File: config.mk
export PLATFORM = sky130hd
export DESIGN_NAME = decode_stage_reg
export DESIGN_NICKNAME = d
export VERILOG_FILES = /design/src/rtl/decode_stage_reg.sv
export SDC_FILE = /design/constraint.sdc
export NUM_CORES = 2
export LEC_CHECK = 0
export BUFFER_PORTS_ARGS = -buffer_cell sky130_fd_sc_hd__buf_2
export CAP_MARGIN = 15
export CORE_MARGIN = 4
export CORE_UTILIZATION = 30
export DETAILED_ROUTE_END_ITERATION = 6
export MAX_ROUTING_LAYER = met4
export SKIP_LAST_GASP = 1
export SLEW_MARGIN = 15
export SYNTH_ARGS = -nofsm -noshare
export SYNTH_HDL_FRONTEND = slang
export SYNTH_SLANG_ARGS = --single-unit
File: constraint.sdc
create_clock -name clk -period 2.3 [get_ports clk]
set_clock_uncertainty 0.1 [all_clocks]
set_input_delay 0.46 -clock clk [delete_from_list [all_inputs] [get_ports clk]]
set_output_delay 0.46 -clock clk [all_outputs]
set_load 0.03 [all_outputs]
File: src/rtl/decode_stage_reg.sv
`default_nettype none
// ============================================================================
// Module   : decode_stage_reg
// Purpose  : Registered decode stage. Reads register operands, owns the
//            architectural register file and carries branch-prediction info
//            into an ID/EX register with a valid/ready handshake. It also
//            inserts load-use bubbles, honours a flush from the branch
//            resolver, and counts bubbles with a saturating counter.
// Options  : DECODE_WB_BYPASS_EN - when defined, a same-cycle writeback to a
//            source register is forwarded into the operand being loaded.
// Revision : 1.0 - initial release
// ============================================================================
module decode_stage_reg #(
  parameter int XLEN  = 32,
  parameter int NREG  = 32,
  parameter int RID_W = $clog2(NREG),
  parameter int CNT_W = 16
) (
  input  logic             clk,
  input  logic             reset_n,
  // IF/ID side
  input  logic             valid_in,
  output logic             ready_out,
  input  logic [31:0]      instruction,
  input  logic [XLEN-1:0]  pc,
  input  logic             bp_taken_in,
  input  logic [XLEN-1:0]  bp_target_in,
  // Writeback port
  input  logic             write_en,
  input  logic [RID_W-1:0] write_id,
  input  logic [XLEN-1:0]  write_data,
  // Execute side
  input  logic             flush_in,
  input  logic             ready_in,
  output logic             valid_out,
  output logic [31:0]      instr_out,
  output logic [XLEN-1:0]  pc_out,
  output logic [RID_W-1:0] rs1_id_out,
  output logic [RID_W-1:0] rs2_id_out,
  output logic [RID_W-1:0] rd_id_out,
  output logic [XLEN-1:0]  read_data1,
  output logic [XLEN-1:0]  read_data2,
  output logic             bp_taken_out,
  output logic [XLEN-1:0]  bp_target_out,
  output logic [CNT_W-1:0] bubble_cnt
);

  localparam logic [6:0] OPC_LOAD = 7'b0000011;

  // Architectural register file; entry 0 is never written so it reads as 0.
  logic [XLEN-1:0] regs [NREG];

  // Register indices of the presented instruction (low RID_W bits of fields).
  logic [RID_W-1:0] rs1;
  logic [RID_W-1:0] rs2;
  logic [RID_W-1:0] rd;

  logic [XLEN-1:0] op1;
  logic [XLEN-1:0] op2;

  logic is_load;
  logic hazard;
  logic advance;
  logic load_payload;
  logic insert_bubble;

  assign rs1 = instruction[15 +: RID_W];
  assign rs2 = instruction[20 +: RID_W];
  assign rd  = instruction[7  +: RID_W];

  // Operand read, optionally forwarding a same-cycle writeback.
  always_comb begin
    op1 = regs[rs1];
    op2 = regs[rs2];
`ifdef DECODE_WB_BYPASS_EN
    if (write_en && (write_id != '0) && (write_id == rs1)) op1 = write_data;
    if (write_en && (write_id != '0) && (write_id == rs2)) op2 = write_data;
`endif
  end

  // Handshake and load-use hazard detection against the entry in ID/EX.
  assign is_load = (instr_out[6:0] == OPC_LOAD);
  assign hazard  = valid_out & is_load & (rd_id_out != '0) & valid_in &
                   ((rd_id_out == rs1) | (rd_id_out == rs2));
  assign advance = ~valid_out | ready_in;
  assign ready_out = flush_in | (advance & ~hazard);

  // Flush outranks everything; a bubble outranks loading.
  assign insert_bubble = ~flush_in & advance & hazard;
  assign load_payload  = ~flush_in & advance & ~hazard & valid_in;

  // Register file write: independent of stall and flush, index 0 ignored.
  always_ff @(posedge clk or negedge reset_n) begin
    if (!reset_n) begin
      for (int i = 0; i < NREG; i++) regs[i] <= '0;
    end else if (write_en && (write_id != '0)) begin
      regs[write_id] <= write_data;
    end
  end

  // ID/EX valid bit: set only when a new instruction is loaded, held on stall.
  always_ff @(posedge clk or negedge reset_n) begin
    if (!reset_n) begin
      valid_out <= 1'b0;
    end else if (flush_in || advance) begin
      valid_out <= load_payload;
    end
  end

  // ID/EX payload: captured on accept; operands sampled at load time only.
  always_ff @(posedge clk or negedge reset_n) begin
    if (!reset_n) begin
      instr_out     <= '0;
      pc_out        <= '0;
      rs1_id_out    <= '0;
      rs2_id_out    <= '0;
      rd_id_out     <= '0;
      read_data1    <= '0;
      read_data2    <= '0;
      bp_taken_out  <= 1'b0;
      bp_target_out <= '0;
    end else if (load_payload) begin
      instr_out     <= instruction;
      pc_out        <= pc;
      rs1_id_out    <= rs1;
      rs2_id_out    <= rs2;
      rd_id_out     <= rd;
      read_data1    <= op1;
      read_data2    <= op2;
      bp_taken_out  <= bp_taken_in;
      bp_target_out <= bp_target_in;
    end
  end

  // Saturating count of load-use bubbles.
  always_ff @(posedge clk or negedge reset_n) begin
    if (!reset_n) begin
      bubble_cnt <= '0;
    end else if (insert_bubble && (bubble_cnt != '1)) begin
      bubble_cnt <= bubble_cnt + CNT_W'(1);
    end
  end

endmodule
`default_nettype wire

# ---- Yosys cells after proc, flatten, opt, wreduce, memory -nomap -nowiden
# Cells that the tools add are included.
dict set report word_totals {
  regBits 1217
  word_cells 85
  out_inout_bits 194
}
dict set report op_classes {
  n_addsub 1
  bitwise 18
  reduce_logical 6
  eq_ne 4
  n_mux 9
  magnitude_cmp 4
}
# op count
set ops {}
lappend ops {{$bwmux W1024} 1}
lappend ops {{$bmux W32 S5} 2}
lappend ops {{$demux W32 S5} 1}
lappend ops {{$mux W32} 5}
lappend ops {{$ge A6 B6 Y1 const B} 3}
lappend ops {{$not A5 Y6} 3}
lappend ops {{$add A16 B1 Y16 const B} 1}
lappend ops {{$ne A16 B16 Y1 const B} 1}
lappend ops {{$eq A5 B5 Y1} 2}
lappend ops {{$reduce_bool A5 Y1} 2}
lappend ops {{$and A1 B1 Y1} 9}
lappend ops {{$eq A7 B2 Y1 const B} 1}
lappend ops {{$lt A6 B1 Y1 const B} 1}
lappend ops {{$logic_and A1 B1 Y1} 3}
lappend ops {{$not A1 Y1} 3}
lappend ops {{$or A1 B1 Y1} 3}
lappend ops {{$logic_or A1 B1 Y1} 1}

# ---- Logic depth before layout (Yosys ltp)
dict set report depth {
  ltp_word 8
  mapped_depth 10
  ltp_nobuf 7
}

# ---- Least setup slack after synthesis
# No wires, ideal clock.
dict set report synth_path {
  path_type {register to register}
  from {register instr_out[2]}
  to {register instr_out[29]}
  setup_ps 125
  synth_period_minus_slack_ps 2467
  path_slack_ps -167
  arrival_time_ps 2242
  stages_incl_launch_ff 8
  cell_sequence {dfrtp_1 > nor4_1 > nand3_1 > or4_4 > o211ai_4 > buf_4 > buf_2 > mux2_2}
}
dict set report synth_via {
  elab_chain_len 8
}
# element line
set synth_lines {}
lappend synth_lines {{start: declaration} 36} ;# output logic [31:0] instr_out,
lappend synth_lines {{start signal: assignment} 123} ;# instr_out <= instruction;
lappend synth_lines {{$eq A7 B2 Y1} 82} ;# assign is_load = (instr_out[6:0] == OPC_LOAD);
lappend synth_lines {{$and A1 B1 Y1 (4 in series)} 83} ;# assign hazard = valid_out & is_load & (rd_id_out != '0) & valid_in &
lappend synth_lines {{$not A1 Y1} 90} ;# assign load_payload = ~flush_in & advance & ~hazard & valid_in;
lappend synth_lines {{$and A1 B1 Y1 (2 in series)} 90}
# Every way passes these cells.
# A chain may end at the register's enable or synchronous reset.

# ---- Final worst setup path
dict set report layout_path {
  from {register instr_out[5]}
  to {output ready_out}
}
dict set report layout_via {
  elab_chain_len 8
}
# element line
set layout_lines {}
lappend layout_lines {{$eq A7 B2 Y1} 82}
lappend layout_lines {{$and A1 B1 Y1 (4 in series)} 83}
lappend layout_lines {{$not A1 Y1} 86} ;# assign ready_out = flush_in | (advance & ~hazard);
lappend layout_lines {{$and A1 B1 Y1} 86}
lappend layout_lines {{$or A1 B1 Y1} 86}
lappend layout_lines {{end: declaration} 23} ;# output logic ready_out,
# Every way passes these cells.

==> impl_metrics.env <==
export IMPL_synth_area_top_cells="dfrtp_1 51%, mux2_2 21%, mux4_2 19%"
export IMPL_clk_latency_ns=0.77
export IMPL_hp_class="primary input to async pin"
export IMPL_min_period_ns=3.169
export IMPL_portBuffers=333
export IMPL_stdcell_area_sq_um=74550
export IMPL_violations="negative setup slack"
export IMPL_drt_iter0_markers=2905
export IMPL_yosysSeqAreaShare=0.5062
export IMPL_crit_end="ready_out"
export IMPL_netlist_area_leader_share=0.5062
export IMPL_p_leak_uw=0.03249
export IMPL_rsz0062_at_grt="yes"
export IMPL_drv_slew=0
export IMPL_p_per_area_nw_per_um2=850.7
export IMPL_ys_top_cells_by_count="1202 x dfrtp_1, 1085 x mux2_2, 512 x mux4_2, 252 x clkbuf_1, 240 x o22ai_1"
export IMPL_antenna_left=0
export IMPL_post_place_cells=6801
export IMPL_routedWlPerCell_um=27.71
export IMPL_crit_path_end_kind="output port"
export IMPL_die_area_sq_um=205200
export IMPL_instances_no_fill=7196
export IMPL_total_power_uw=63410
export IMPL_wirelength_um=199400
export IMPL_ff2ff_path_depth=10
export IMPL_syn_inst=3836
export IMPL_hold_viol=0
export IMPL_first_global_vias=40677
export IMPL_synthToLayoutAreaGrowth_pct=25.46
export IMPL_syn_nets=3977
export IMPL_grt_start_max_net_pins=130
export IMPL_numCtsBuffers=135
export IMPL_setup_ws_ns=-0.8688
export IMPL_max_cap_violations=0
export IMPL_cp_start_kind="flop"
export IMPL_cp_slowest_cell="or4_4"
export IMPL_nNetsFinal=4583
export IMPL_ir_drop_mv=0.7775
export IMPL_firstDrtPassIters=7
export IMPL_path_depth=6
export IMPL_slew_headroom=0.4816
export IMPL_r2r_start="instr_out[5]"
export IMPL_viasPerCell=5.455
export IMPL_start_util=0.3013
export IMPL_cp_cell_sequence="nor4_4 -> nand3_1 -> or4_4 -> or2_4 -> a21o_4 -> buf_6"
export IMPL_die_w_um=453.0
export IMPL_postSynthAreaPerCell_sq_um=15.49
export IMPL_ys_ff_latch=1202
export IMPL_ys_types=39
export IMPL_path_delay_family="simple AND/OR/NAND/NOR gates"
export IMPL_synth_top_cell_by_area="dfrtp_1"
export IMPL_clock_path_buffers=3
export IMPL_grt_overflow=0
export IMPL_reg2reg_slack_ns=-0.52
export IMPL_cpPeakStageDelay_ns=0.43
export IMPL_gp_congestion=0.8336
export IMPL_layout_drive_gt1_share=0.5910
export IMPL_synthesis_area_sq_um=59420
export IMPL_synth_edff_count=0
export IMPL_clock_sinks=1202
export IMPL_coreArea_sq_um=197200
export IMPL_cp_num_buf_inv=1
export IMPL_placed_area_sq_um=68060
export IMPL_fin_crit_sh=1.378
export IMPL_worstMarginPinSlew_ns=0.7776
export IMPL_r2r_end="pc_out[19]"
export IMPL_crit_start="instr_out[5]"
export IMPL_path_clk_slew_ns=0.06
export IMPL_die_h_um=453.0
export IMPL_rows=163
export IMPL_status="finished with violations"
export IMPL_cts_tree="done"
export IMPL_synth_most_common_cell="dfrtp_1"
export IMPL_dp_hpwl_um=129600
export IMPL_num_vias=39255
export IMPL_htreeDepth=4
export IMPL_arrival_ns=2.61
export IMPL_critPathRequiredTime_ns=1.74
export IMPL_path_class="flop to output port"
export IMPL_cts_root_buf="clkbuf_16"
export IMPL_critPathMaxFanout=2
export IMPL_grt_pass1_wl_um=289000
export IMPL_track_usage=0.1963
export IMPL_ioPinCount=334
export IMPL_max_freq_mhz=315.6
export IMPL_async_flop_share=1.000
export IMPL_setup_viol=175
export IMPL_synth_warnings=0
export IMPL_antenna_found_initial=20
export IMPL_drcViolationCount=0
export IMPL_synth_flop_cell="dfrtp_1"
power breakdown:
group	switching, uW	total (uW)	leakage (uW)	internal (uW)
sequential	2850	28000	0.0153	25100
clock	9140	22200	0.00224	13000
combinational	5660	13300	0.0149	7630
worst register-to-register path, cell delays in order (launching register included):
cell	delay [ns]
dfrtp_2	0.42
nor4_4	0.28
nand3_1	0.12
or4_4	0.43
buf_4	0.16
o211ai_4	0.18
buf_6	0.13
buf_12	0.14
buf_12	0.15
bufbuf_16	0.25
mux2_2	0.34
state kept, by name (all words and copies together) (netlist names):
register,cells
bp_taken_out,1
bp_target_out,32
bubble_cnt,16
instr_out,32
pc_out,32
read_data1,32
read_data2,32
regs,1024
valid_out,1
cells by family (layout without fill, tap and decap cells):
logic type | count (synthesis) | after routing | synth area share
other cells | 0 | 13 | 0
mux | 1602 | 1602 | 0.4007
flops | 1202 | 1202 | 0.5062
simple gates | 250 | 250 | 0.02215
compound gates | 325 | 325 | 0.03384
fa+ha+maj | 1 | 1 | 0.0002106
buf+inv | 431 | 1138 | 0.03321
xor+xnor | 25 | 25 | 0.003685
per-layer routing:
layer | global-route usage | vias up | share of wire
met2 | 0.3109 | 1434 | 0.49
met1 | 0.2519 | 21337 | 0.41
li1 | - | 16117 | -
met3 | 0.03893 | 367 | 0.065
met4 | 0.06799 | 0 | 0.034
met5 | - | - | 0
placed cells by master (no fill, tap or decap), types with 32 or more instances in the layout:
master	instances
buf_12	183
buf_2	325
buf_4	243
clkbuf_16	146
clkbuf_8	32
dfrtp_1	1198
dlygate4sd3_1	95
mux2_2	1083
mux4_2	512
nand2_1	76
o21ai_1	32
o22ai_1	240
or4_1	49
cell type report:
type | count | area [sq um]
repair buffers | 900 | 8947
diodes | 13 | 32.53
flip-flops and latches | 1202 | 30080
fillers | 18272 | 122700
clock buffers | 194 | 4005
multi-input cells | 2203 | 27680
well taps | 2640 | 3303
clock inverters | 44 | 498.0
stage by stage:
step	setup WS [ns]	utilization	TNS (ns)	hold slack (ns)
2_1_floorplan	-0.1298	-	-13.21	0.06441
3_3_place_gp	-0.3356	0.3451	-33.14	0.2300
3_5_place_dp	-0.3536	0.3451	-31.37	0.2289
4_1_cts	-0.9030	0.3758	-54.70	0.02411
5_1_grt	-0.9630	0.3780	-78.79	0.05516
6_report	-0.8688	0.3780	-63.98	0.06852
worst min path at each step:
stage | cells past startpoint | end | slack [ns]
finish | 2 | regs[1016] | 0.07
global route | 2 | regs[1016] | 0.06
CTS | 2 | regs[1016] | 0.02
detailed placement | 1 | regs[822] | 0.23
global placement | 1 | regs[822] | 0.23
floorplan | 0 | bp_taken_out | 0.06
what timing repair did:
action,CTS,global route
setup buffers,27,8
pin swaps,2,7
cloned,7,9
hold buffers,95,0
hold endpoints to repair,696,0
setup endpoints to repair,151,175
resized for setup,41,60
No activity file was read; power rests on OpenSTA's default activity.
